--- src/rtl/decode_stage_if.sv ---
// decode_stage_if: Fetch, Writeback and Execute-side signals of the decode stage
interface decode_stage_if #(
    parameter int CNTRL_REG_SIZE = 8
);
    logic [0:31]               insn_in;
    logic [31:0]               pc_in;
    logic                      insn_valid;
    logic                      insn_ready;
    logic                      flush;
    logic                      stall;
    logic                      wb_we;
    logic [4:0]                wb_addr;
    logic [31:0]               wb_data;
    logic [31:0]               pc;
    logic [31:0]               rs;
    logic [31:0]               rt;
    logic [0:31]               insn;
    logic [0:CNTRL_REG_SIZE-1] control;
    logic                      dec_valid;

    modport master (
        output insn_in, pc_in, insn_valid, flush, stall, wb_we, wb_addr, wb_data,
        input  insn_ready, pc, rs, rt, insn, control, dec_valid
    );

    modport slave (
        input  insn_in, pc_in, insn_valid, flush, stall, wb_we, wb_addr, wb_data,
        output insn_ready, pc, rs, rt, insn, control, dec_valid
    );
endinterface

--- src/rtl/decode_stage.sv ---
// decode_stage: register file, control decode, load-use bubbles and flush/stall handling
module decode_stage #(
    parameter int         CNTRL_REG_SIZE = 8,
    parameter logic [5:0] LOAD_OPCODE    = 6'b100011
) (
    input logic           clock,
    input logic           reset,
    decode_stage_if.slave bus
);
    localparam int ALUINB = 0;
    localparam int ALUOP  = 1;
    localparam int BR     = 2;
    localparam int JP     = 3;
    localparam int JR     = 4;
    localparam int MEMRD  = 5;
    localparam int MEMWR  = 6;
    localparam int RWE    = 7;

    localparam logic [0:0] RUN    = 1'b0;
    localparam logic [0:0] BUBBLE = 1'b1;

    logic [31:0]               gpr [32];
    logic [0:0]                state;
    logic [5:0]                op;
    logic [5:0]                fn;
    logic [4:0]                rs_a;
    logic [4:0]                rt_a;
    logic [4:0]                ld_rt;
    logic [31:0]               rs_rd;
    logic [31:0]               rt_rd;
    logic [0:CNTRL_REG_SIZE-1] dec_ctrl;
    logic                      hazard;
    logic                      accept;

    assign op    = bus.insn_in[0:5];
    assign fn    = bus.insn_in[26:31];
    assign rs_a  = bus.insn_in[6:10];
    assign rt_a  = bus.insn_in[11:15];
    assign ld_rt = bus.insn[11:15];

    // $0 is hardwired zero; a same-cycle writeback is forwarded to the read
    assign rs_rd = (rs_a == 5'd0) ? '0 : (bus.wb_we && bus.wb_addr == rs_a) ? bus.wb_data : gpr[rs_a];
    assign rt_rd = (rt_a == 5'd0) ? '0 : (bus.wb_we && bus.wb_addr == rt_a) ? bus.wb_data : gpr[rt_a];

    // a load sitting on the outputs blocks any incoming insn that sources its destination
    assign hazard = (state == RUN) && bus.dec_valid && bus.control[MEMRD] && bus.insn_valid &&
                    (ld_rt != 5'd0) && (ld_rt == rs_a || ld_rt == rt_a);
    assign bus.insn_ready = !bus.stall && !hazard && !bus.flush;
    assign accept         = bus.insn_valid && bus.insn_ready;

    // opcode/func to control bits; unknown opcodes decode to all-zero (NOP)
    always_comb begin
        dec_ctrl = '0;
        case (op)
            6'b000000: begin
                dec_ctrl[JP]  = (fn == 6'b001000) || (fn == 6'b001001);
                dec_ctrl[JR]  = (fn == 6'b001000) || (fn == 6'b001001);
                dec_ctrl[RWE] = (fn != 6'b001000);
            end
            6'b001001, 6'b001010, 6'b001011, 6'b001101, 6'b001110: begin
                dec_ctrl[ALUINB] = 1'b1;
                dec_ctrl[RWE]    = 1'b1;
            end
            LOAD_OPCODE: begin
                dec_ctrl[ALUINB] = 1'b1;
                dec_ctrl[MEMRD]  = 1'b1;
                dec_ctrl[RWE]    = 1'b1;
            end
            6'b101011: begin
                dec_ctrl[ALUINB] = 1'b1;
                dec_ctrl[MEMWR]  = 1'b1;
            end
            6'b000100, 6'b000101, 6'b000001, 6'b000111, 6'b000110: begin
                dec_ctrl[ALUOP] = 1'b1;
                dec_ctrl[BR]    = 1'b1;
            end
            6'b000010: dec_ctrl[JP] = 1'b1;
            6'b000011: begin
                dec_ctrl[JP]  = 1'b1;
                dec_ctrl[RWE] = 1'b1;
            end
            default: dec_ctrl = '0;
        endcase
    end

    // register file write port; reset wins over a pending writeback
    always_ff @(posedge clock) begin
        if (reset) begin
            for (int i = 0; i < 32; i++) gpr[i] <= '0;
        end else if (bus.wb_we && bus.wb_addr != 5'd0) begin
            gpr[bus.wb_addr] <= bus.wb_data;
        end
    end

    // RUN/BUBBLE tracking: a hazard spends exactly one non-stalled cycle in BUBBLE
    always_ff @(posedge clock) begin
        if (reset || bus.flush) state <= RUN;
        else if (!bus.stall) state <= hazard ? BUBBLE : RUN;
    end

    // output bundle: held on stall, bubble whenever nothing is accepted
    always_ff @(posedge clock) begin
        if (reset) begin
            bus.pc        <= '0;
            bus.rs        <= '0;
            bus.rt        <= '0;
            bus.insn      <= '0;
            bus.control   <= '0;
            bus.dec_valid <= 1'b0;
        end else if (bus.flush || !bus.stall) begin
            bus.pc        <= bus.pc_in;
            bus.rs        <= rs_rd;
            bus.rt        <= rt_rd;
            bus.insn      <= accept ? bus.insn_in : '0;
            bus.control   <= accept ? dec_ctrl : '0;
            bus.dec_valid <= accept;
        end
    end
endmodule

--- src/flat_wrapper.sv ---
// flat-port wrapper written by rule: the top's interface ports become plain ports
module decode_stage_flat 
#(
    parameter int         CNTRL_REG_SIZE = 8,
    parameter logic [5:0] LOAD_OPCODE    = 6'b100011
)
  (clock, reset, bus_insn_in, bus_pc_in, bus_insn_valid, bus_flush, bus_stall, bus_wb_we, bus_wb_addr, bus_wb_data, bus_insn_ready, bus_pc, bus_rs, bus_rt, bus_insn, bus_control, bus_dec_valid);
  decode_stage_if #(.CNTRL_REG_SIZE(CNTRL_REG_SIZE)) bus_i ();
  input logic clock;
  input logic reset;
  input wire logic [$bits(bus_i.insn_in)-1:0] bus_insn_in;
  input wire logic [$bits(bus_i.pc_in)-1:0] bus_pc_in;
  input wire logic [$bits(bus_i.insn_valid)-1:0] bus_insn_valid;
  input wire logic [$bits(bus_i.flush)-1:0] bus_flush;
  input wire logic [$bits(bus_i.stall)-1:0] bus_stall;
  input wire logic [$bits(bus_i.wb_we)-1:0] bus_wb_we;
  input wire logic [$bits(bus_i.wb_addr)-1:0] bus_wb_addr;
  input wire logic [$bits(bus_i.wb_data)-1:0] bus_wb_data;
  output wire logic [$bits(bus_i.insn_ready)-1:0] bus_insn_ready;
  output wire logic [$bits(bus_i.pc)-1:0] bus_pc;
  output wire logic [$bits(bus_i.rs)-1:0] bus_rs;
  output wire logic [$bits(bus_i.rt)-1:0] bus_rt;
  output wire logic [$bits(bus_i.insn)-1:0] bus_insn;
  output wire logic [$bits(bus_i.control)-1:0] bus_control;
  output wire logic [$bits(bus_i.dec_valid)-1:0] bus_dec_valid;
  assign bus_i.insn_in = bus_insn_in;
  assign bus_i.pc_in = bus_pc_in;
  assign bus_i.insn_valid = bus_insn_valid;
  assign bus_i.flush = bus_flush;
  assign bus_i.stall = bus_stall;
  assign bus_i.wb_we = bus_wb_we;
  assign bus_i.wb_addr = bus_wb_addr;
  assign bus_i.wb_data = bus_wb_data;
  assign bus_insn_ready = bus_i.insn_ready;
  assign bus_pc = bus_i.pc;
  assign bus_rs = bus_i.rs;
  assign bus_rt = bus_i.rt;
  assign bus_insn = bus_i.insn;
  assign bus_control = bus_i.control;
  assign bus_dec_valid = bus_i.dec_valid;
  decode_stage #(.CNTRL_REG_SIZE(CNTRL_REG_SIZE), .LOAD_OPCODE(LOAD_OPCODE)) u_core (.clock(clock), .reset(reset), .bus(bus_i));
endmodule
--- config.mk ---
export PLATFORM = sky130hd
export DESIGN_NAME = decode_stage_flat
export DESIGN_NICKNAME = d
export VERILOG_FILES = /design/src/rtl/decode_stage_if.sv /design/src/rtl/decode_stage.sv /design/src/flat_wrapper.sv
export SDC_FILE = /design/constraint.sdc
export NUM_CORES = 2
export LEC_CHECK = 0
export ABC_AREA = 1
export ABC_CLOCK_PERIOD_IN_PS = 3000
export BUFFER_PORTS_ARGS = -buffer_cell sky130_fd_sc_hd__buf_2
export CORE_MARGIN = 1.5
export CORE_UTILIZATION = 45
export CTS_CLUSTER_SIZE = 12
export DETAILED_ROUTE_END_ITERATION = 6
export MAX_ROUTING_LAYER = met4
export PLACE_DENSITY_LB_ADDON = 0.1
export SLEW_MARGIN = 20
export SYNTH_ARGS = -nofsm -noshare
export SYNTH_HDL_FRONTEND = slang
export SYNTH_SLANG_ARGS = --single-unit
--- constraint.sdc ---
create_clock -name clock -period 3 [get_ports clock]
set_input_delay 0.45 -clock clock [delete_from_list [all_inputs] [get_ports clock]]
set_output_delay 0.45 -clock clock [all_outputs]
set_load 0.005 [all_outputs]
==> flow_summary.toml <==
[global_route]
grt_overflow = 0
grt_first_pass_wirelength_um = 386000
grt_pass1_vias = 56000
grt_use_total = 0.383
grt_start_max_net_pins = 114
antenna_found_initial = 12

[cells_and_area]
final_common_cell = "nand2_1"
area_delta_synth_final_pct = 14.4
fill_cells = 13200
nNetsFinal = 8542
final_cell_mix = "2584 x nand2_1, 1946 x nor2_1, 1024 x edfxtp_1"
drive_gt1_frac = 0.102

[worst_setup_path]
crit_path_frequent_cell = "nand2_1"
r2r_cells = 12
worstPathMaxFanout = 5
critPathTopFamily = "simple AND/OR/NAND/NOR gates"
startpoint_type = "flop"
rr_startpoint = "u_core.bus.insn[15]"
path_buf_inv = 2
rrSetupSlack_ns = 1.24
critPathSlowestCell = "dfxtp_1"
arrival_ns = 2.06
r2r-end = "u_core.bus.insn[22]"
setup.worst_path.end_class = "output pin"
crit_type = "reg2out"
crit_chain = "inv_1 > nand2_1 > nand2_1 > nor2_1 > nand3_1 > nand2_1 > nand2_1 > nand2_1 > nor2_1 > buf_2"
slowest_delay_ns = 0.42
timing.critical_path.required_ns = 2.55

[placed_design]
gp_congestion = 0.983
port_buffers = 244
dp_hpwl_um = 165000
post-place-ws_ns = 0.405

[synth]
synthDistinctLibCells = 39
yosysSeqAreaShare = 0.526
ys_warn_count = 0
synth_flop_cell = "edfxtp_1"
synth_cells = 8331
synthArstFlopShare = 0
synth_area_um2 = 63700
synth_top_area_frac = 0.483
synth-seq-cells = 1161
ys_top_cells_by_area = "edfxtp_1 48%, nand2_1 16%, nor2_1 11%"
avgSynthCellArea_um2 = 7.65
synth_area_leader_cell = "edfxtp_1"
synth-edff-count = 1024

[pwr]
finalPower_w = 0.0419
p_leak_nw = 31.5
powerDensity_nw_per_um2 = 575
swShare = 0.281
p_seq_frac = 0.453
p_int_w = 0.0301
combPwrFrac = 0.137
ir_drop_uv = 391
p_sw_w = 0.0118
p_clk_frac = 0.410

[sta]
period_needed_ns = 2.51
rsz0062_at_grt = "false"
fin_ws_ns = 0.490
skew_ns = 0.0352
holdWs_ns = 0.0474
tightest_slew_ns = 1.03
finalSetupViolations = 0
finalHoldViolations = 0
finalCritPeriodShare = 0.837
fmax_mhz = 398
slew_violations = 0
max_slew_margin = 0.314
tns_ns = 0

[clock_network]
cts-root-buf = "clkbuf_16"
clock_path_buffers = 3
cts_max_level = 4
ctsResizeCount = 0
cts_tree = "built"
clk_pin_slew_worst_paths_ns = 0.05
cts_sinks = 1161
insertion_delay_ns = 0.80
postCtsSetupBuffers = 0
cts-buffers-inserted = 139

[routing]
first_iter_violations = 8799
finalWirelength_um = 271000
remaining_drc_errors = 1
vias_per_cell = 5.79
antenna_left = 0
wl_per_cell_um = 25.9
route.vias.total = 60500
dr.pass1.iters = 7

[run]
max_cap_violations = 0

[status]
status = "complete, but fails checks"
violations = "DRC"

[worst_hold_path]
min_path_type = "in2reg"
min_to = "u_core.bus.insn[28]"
hold_path_depth = 5
min_from = "bus_insn_in[3]"

[floorplanning]
die-area_um2 = 144000
die_h_um = 379
rows = 137
io_pins = 245
core_area_um2 = 140000
die_w_um = 379
start_util = 0.455
## registers in the layout, summed over array words and instances (netlist names)
signal                cells
u_core.bus.insn          32
u_core.bus.dec_valid      1
u_core.state              1
u_core.bus.pc            32
u_core.gpr             1024
u_core.bus.rs            32
u_core.bus.control        7
u_core.bus.rt            32
## metal layers
layer  vias up  track usage  wire (um)
met5         -            -          0
met4         0        0.203      15300
met3       761       0.0923      34400
met2      4099        0.556     117000
met1     28600        0.494     104000
li1      27000            -          -
## metrics by stage
step	cell area (um^2)	cells	util
after floorplan	63800	8362	-
after global placement	67800	10100	0.484
after detailed placement	67800	10100	0.484
after CTS	72900	10400	0.520
after global routing	72900	10400	0.521
final	72900	10400	0.521
## power by group through the flow
stage	Clock (W)	Combinational (W)	Sequential (W)
after CTS	0.0173	0.00558	0.0190
after global routing	0.0179	0.00613	0.0191
final	0.0172	0.00574	0.0190
after detailed placement	0	0.00551	0.0193
after global placement	0	0.00547	0.0193
after floorplan	0	0.00318	0.0191
## cells by family (layout without fill, tap and decap cells)
logic type | after synthesis | after routing | synth area share
xor+xnor | 6 | 6 | 0.000825
buf+inv | 1101 | 1291 | 0.0788
flops | 1161 | 1161 | 0.526
compound gates | 666 | 666 | 0.0595
simple gates | 5396 | 5396 | 0.335
other cells | 1 | 43 | 0.0000588
## layout make-up
class / instances / area, um^2 / share of cell area
Sequential cell: 1161 / 33500 / 0.459
Multi-Input combinational cell: 6100 / 25500 / 0.350
Timing Repair Buffer: 595 / 5270 / 0.0722
Clock buffer: 197 / 4060 / 0.0557
Tap cell: 1876 / 2350 / 0.0322
Inverter: 438 / 1670 / 0.0229
Clock inverter: 61 / 508 / 0.00697
Antenna cell: 11 / 27.5 / 0.000378
## cells in the mapped netlist (2+ instances only)
library cell and instances:
nor3_1 11, nor2_1 1950, buf_1 36, nand4_1 5
o21ai_1 22, o22ai_1 4, nor3_4 4, dfxtp_1 137
a21oi_1 232, o21ai_0 232, o211ai_1 167, inv_1 425
nand2_1 2642, xor2_1 4, a211oi_1 2, nor4_1 3
buf_2 285, edfxtp_1 1024, xnor2_1 2, inv_2 11
clkbuf_1 233, buf_4 76, nand3_2 2, or2_2 19
nand3_1 756, a21oi_2 3, buf_6 32
## tightest hold or removal path: stages
cell and delay, ns:
buf_2 0.13, inv_1 0.06, nor2_1 0.04, nor2_1 0.07, nor2_1 0.04
## worst max-delay path by stage
stage | from | end | slack [ns] | cells past startpoint
2_1_floorplan | bus_wb_addr[2] | u_core.gpr[24][0] | 0.40 | 10
3_3_place_gp | bus_insn_in[22] | u_core.bus.rs[13] | 0.42 | 12
3_5_place_dp | bus_insn_in[22] | u_core.bus.rs[13] | 0.40 | 12
4_1_cts | u_core.bus.insn[14] | bus_insn_ready | 0.45 | 10
5_1_grt | u_core.bus.insn[15] | bus_insn_ready | 0.37 | 10
6_report | u_core.bus.insn[15] | bus_insn_ready | 0.49 | 10
## timing repair
action,4_1_cts,5_1_grt
endpoints found under the hold margin,47,0
setup endpoints to repair,0,0
hold buffers,47,0
(Power assumes the default switching activity.)
